File: src/rtl/spi_receiver.sv
// SPI mode-0 slave receiver: oversamples sclk/sdi/cs on the local clock,
// assembles MSB-first words, pulses valid per completed word and
// frame_error when cs rises on a partial word.
module spi_receiver #(
    parameter int DATA_WIDTH  = 8,
    parameter int SYNC_STAGES = 2
) (
    input  logic                  clock,
    input  logic                  reset,
    input  logic                  sclk,
    input  logic                  sdi,
    input  logic                  cs,
    output logic [DATA_WIDTH-1:0] data,
    output logic                  valid,
    output logic                  frame_error,
    output logic                  active,
    output logic [7:0]            byte_count
);
    localparam int CW = $clog2(DATA_WIDTH);

    typedef enum logic {IDLE = 1'b0, RECEIVE = 1'b1} state_t;

    // Equal-depth chains keep sclk, sdi and cs aligned after synchronisation.
    logic [SYNC_STAGES-1:0] sclk_sync, sdi_sync, cs_sync;
    logic                   sclk_d;
    logic                   sclk_s, sdi_s, cs_s, rise;

    state_t                 state, state_nx;
    logic [CW-1:0]          bit_cnt, bit_cnt_nx;
    logic [DATA_WIDTH-1:0]  shift_q, shift_nx;
    logic [DATA_WIDTH-1:0]  data_nx;
    logic                   valid_nx, ferr_nx;
    logic [7:0]             bcnt_nx;

    assign sclk_s = sclk_sync[SYNC_STAGES-1];
    assign sdi_s  = sdi_sync[SYNC_STAGES-1];
    assign cs_s   = cs_sync[SYNC_STAGES-1];
    assign rise   = sclk_s & ~sclk_d;

    // Synchronizer chains; cs resets high so no phantom frame follows reset.
    always_ff @(posedge clock) begin
        if (reset) begin
            sclk_sync <= '0;
            sdi_sync  <= '0;
            cs_sync   <= '1;
            sclk_d    <= 1'b0;
        end else begin
            sclk_sync <= {sclk_sync[SYNC_STAGES-2:0], sclk};
            sdi_sync  <= {sdi_sync[SYNC_STAGES-2:0], sdi};
            cs_sync   <= {cs_sync[SYNC_STAGES-2:0], cs};
            sclk_d    <= sclk_s;
        end
    end

    // State and datapath registers.
    always_ff @(posedge clock) begin
        if (reset) begin
            state       <= IDLE;
            bit_cnt     <= '0;
            shift_q     <= '0;
            data        <= '0;
            valid       <= 1'b0;
            frame_error <= 1'b0;
            active      <= 1'b0;
            byte_count  <= '0;
        end else begin
            state       <= state_nx;
            bit_cnt     <= bit_cnt_nx;
            shift_q     <= shift_nx;
            data        <= data_nx;
            valid       <= valid_nx;
            frame_error <= ferr_nx;
            active      <= (state_nx == RECEIVE);
            byte_count  <= bcnt_nx;
        end
    end

    // Next-state logic; cs deassertion takes priority over a coincident rise.
    always_comb begin
        state_nx   = state;
        bit_cnt_nx = bit_cnt;
        shift_nx   = shift_q;
        data_nx    = data;
        valid_nx   = 1'b0;
        ferr_nx    = 1'b0;
        bcnt_nx    = byte_count;
        case (state)
            IDLE: begin
                if (!cs_s) begin
                    state_nx   = RECEIVE;
                    bit_cnt_nx = '0;
                    bcnt_nx    = '0;
                end
            end
            RECEIVE: begin
                if (cs_s) begin
                    ferr_nx    = (bit_cnt != '0);
                    state_nx   = IDLE;
                    bit_cnt_nx = '0;
                end else if (rise) begin
                    shift_nx = {shift_q[DATA_WIDTH-2:0], sdi_s};
                    if (bit_cnt == CW'(DATA_WIDTH - 1)) begin
                        data_nx    = shift_nx;
                        valid_nx   = 1'b1;
                        bit_cnt_nx = '0;
                        if (byte_count != 8'hFF)
                            bcnt_nx = byte_count + 8'd1;
                    end else begin
                        bit_cnt_nx = bit_cnt + CW'(1);
                    end
                end
            end
            default: state_nx = IDLE;
        endcase
    end
endmodule

File: config.mk
export PLATFORM = sky130hd
export DESIGN_NAME = spi_receiver
export DESIGN_NICKNAME = d
export VERILOG_FILES = /design/src/rtl/spi_receiver.sv
export SDC_FILE = /design/constraint.sdc
export NUM_CORES = 1
export LEC_CHECK = 0
export CAP_MARGIN = 20
export CORE_MARGIN = 3
export CORE_UTILIZATION = 55
export CTS_CLUSTER_DIAMETER = 200
export CTS_CLUSTER_SIZE = 30
export DETAILED_ROUTE_END_ITERATION = 10
export DONT_BUFFER_PORTS = 1
export HOLD_SLACK_MARGIN = 0.02
export PLACE_DENSITY = 0.8
export SYNTH_ARGS = -nofsm -noshare
export SYNTH_HDL_FRONTEND = slang
export SYNTH_SLANG_ARGS = --single-unit
export TNS_END_PERCENT = 30
File: constraint.sdc
create_clock -name clock -period 1.7 [get_ports clock]
set_input_delay 0.255 -clock clock [delete_from_list [all_inputs] [get_ports clock]]
set_output_delay 0.255 -clock clock [all_outputs]
set_load 0.01 [all_outputs]
==> impl_metrics.yaml <==
sta:
  period_share: 0.970
  setup_viols_final: 0
  worstMarginPinSlew_ps: 1030
  final_hold_vio_count: 0
  finalWorstPathRequiredPeriod_ps: 1650
  finalWorstSetupSlack_ps: 50.3
  setup-tns-final_ps: 0
  maxSlewHeadroom: 0.309
  final_max_slew_viol_count: 0
  worst_clock_skew_ps: 16.1
  top_achievable_clock_speed_ghz: 0.606
cells_and_area:
  antenna_cells_inserted: 0
  final_nets: 188
  synthesis_to_layout_area_growth_pct: 11.7
  layout_commonest_cell: "dfxtp_1"
  ratio_of_cells_with_drive_above_1_in_the_final_layout: 0.156
  most-common-layout-cells: "34 x dfxtp_1, 31 x nand2_1, 17 x a21oi_1"
  filler_cell_count: 221
clocking:
  tritoncts: "done"
  max-clock-path-buffers: 2
  cts.root.buffer_cell: "clkbuf_4"
  cts.reportedPaths.clkPinSlew_ps: 110
  h-tree-depth: 2
  cts_inserted_buffers: 5
  worst_skew_pair.late_latency_ps: 350
  cts_sinks: 36
power:
  totalPowerFinal_uw: 1340
  worst_ir_drop_vdd_mv: 0.682
  power_leakage_uw: 0.000607
  power_per_cell_area_nw_per_um2: 809
synthesis:
  synth.cell_area_um2: 1490
  syn_inst: 167
  muxShareOfSynthArea: 0.00758
  yosys_register_bits: 36
  synth.distinct_cells: 40
  yosys.area_share.xor_xnor: 0
  synth_edf_count: 0
  synth.yosys.warnings: 0
  synth_top_family_by_area: "simple AND/OR/NAND/NOR gates"
  synth_top_flop_cell: "dfxtp_1"
  synth_compound_gate_area_share: 0.162
  yosys.area_share.simple: 0.268
  synth_sequential_area_ratio: 0.485
  synth.net_count: 176
  syn-mean-instance-area_um2: 8.89
  synthAdderAreaFrac: 0.0337
  synthArstFlopShare: 0
routing:
  via_count: 1190
  count_of_unresolved_drc_violations_after_routing: 0
  routedWlPerCell_um: 13.4
  detail-route-antenna-nets: 0
  wl_um: 2810
  drtIter0Drc: 31
  drtPass1Iterations: 4
  drt-vias-per-instance: 5.67
critical_path:
  critPathKind: "reg2reg"
  critical_path.startpoint: "bit_cnt[1]"
  worst_ep_arrival_time_ps: 1900
  timing.critical_path.fanout_max: 3
  crit_required_ps: 1950
  setup.worst_path.end_class: "register"
  critical_path.startpoint_type: "register"
  crit-reg2reg-launch: "bit_cnt[1]"
floorplanning:
  rows: 18
  coreArea_um2: 2520
  die_height_um: 58.0
  dieArea_um2: 3360
  floorplan.initialDensity: 0.589
  top_level_ports: 24
  die_w_um: 58.0
run:
  max_cap_viol_count: 0
global_route:
  number_of_antenna_violations_at_the_first_check_in_global_routing: 0
  first_global_vias: 1091
  gr-total-overflow: 0
  grtUsageTotal: 0.183
  grt_start_max_net_pins: 32
  grt_pass1_wl_um: 4660
outcome:
  status: "finished, final reports clean"
hold_path:
  min-delay-path-class: "in2reg"
  holdCritStartpoint: "sdi"
placement:
  place_worst_setup_slack_ps: 16.3
  detailedPlacementHpwl_um: 1920
  port-buffer-count: 0
  gp_congestion: 0.946
-- cell families after synthesis --
| logic type | count (synthesis) |
|---|---|
| and+or+nand+nor | 74 |
| AOI/OAI and AO/OA | 39 |
| DFF | 36 |
| buffers and inverters | 13 |
| adders and majority gates | 4 |
| muxes | 1 |
-- sequential cells by signal (all words and copies together) (netlist names) --
name,flops
data,8
state,1
cs_sync,2
shift_q,7
sclk_sync,2
byte_count,8
sdi_sync,2
frame_error,1
valid,1
bit_cnt,3
sclk_d,1
-- synthesized netlist by cell type, types with 2 or more instances --
cell      number  area (um2)
a21o_1         2        15.0
a21oi_1       17        85.1
a22oi_1        2        15.0
and2_1         2        12.5
and4_1         2        17.5
buf_4          2        15.0
clkbuf_1       5        18.8
dfxtp_1       36         721
ha_1           4        50.1
inv_1          4        15.0
nand2_1       31         116
nand2b_1       2        12.5
nand3_1        3        15.0
nand4_1        2        12.5
nor2_1         7        26.3
nor2b_1        7        43.8
nor3_1         3        15.0
nor4_1         4        25.0
o211ai_1       3        22.5
o21ai_0        6        30.0
o21ai_1        2        10.0
or2_2          2        12.5
or2b_1         2        15.0
-- critical path, cell delays in order, from the launching register on --
cell,delay [ps]
dfxtp_2,360
ha_1,150
ha_2,190
nand3_1,160
a2111oi_4,380
o21ai_0,130
a22o_1,190
-- metrics by stage --
stage	cell area, um2	hold WS [ps]	instances	utilization
detailed placement	1540	330	197	0.611
finish	1660	46.8	210	0.658
global placement	1540	325	197	0.611
global route	1660	37.9	210	0.658
floorplan	1490	327	167	-
CTS	1630	22.3	208	0.645
-- layout make-up --
class / count / area (um2) / area share
repair buffers: 14 / 113 / 0.0679
well taps: 30 / 37.5 / 0.0226
flip-flops and latches: 36 / 723 / 0.436
clock buffers: 5 / 37.5 / 0.0226
clock inverters: 3 / 18.8 / 0.0113
inverters: 4 / 15.0 / 0.00905
multi-input cells: 118 / 714 / 0.431
-- metal layers --
| metal | GRT usage | wire, um | vias to the layer above |
|---|---|---|---|
| met2 | 0.290 | 1300 | 33 |
| met5 | 0 | 0 | - |
| met3 | 0.0646 | 158 | 6 |
| li1 | - | - | 603 |
| met4 | 0.103 | 43 | 0 |
| met1 | 0.214 | 1300 | 548 |
-- report_power, final --
group          internal (uW)  switching [uW]
combinational           18.5            23.1
clock                    159             287
sequential               851            4.05
total                   1030             314
-- what timing repair did --
action	CTS	global route
resized for setup	0	4
setup buffers	0	2
endpoints found under the hold margin	31	0
hold buffers	3	0
endpoints found under the setup margin	0	4
-- path summary, 6_finish.rpt --
path              slack, ps  cells after the start             to
setup reg to reg         50                      6  byte_count[4]
hold reg to reg         420                      1     cs_sync[1]
hold / removal           50                      1    sdi_sync[0]
setup / recovery         50                      6  byte_count[4]
Note: power is estimated with default switching activity, not from simulation.
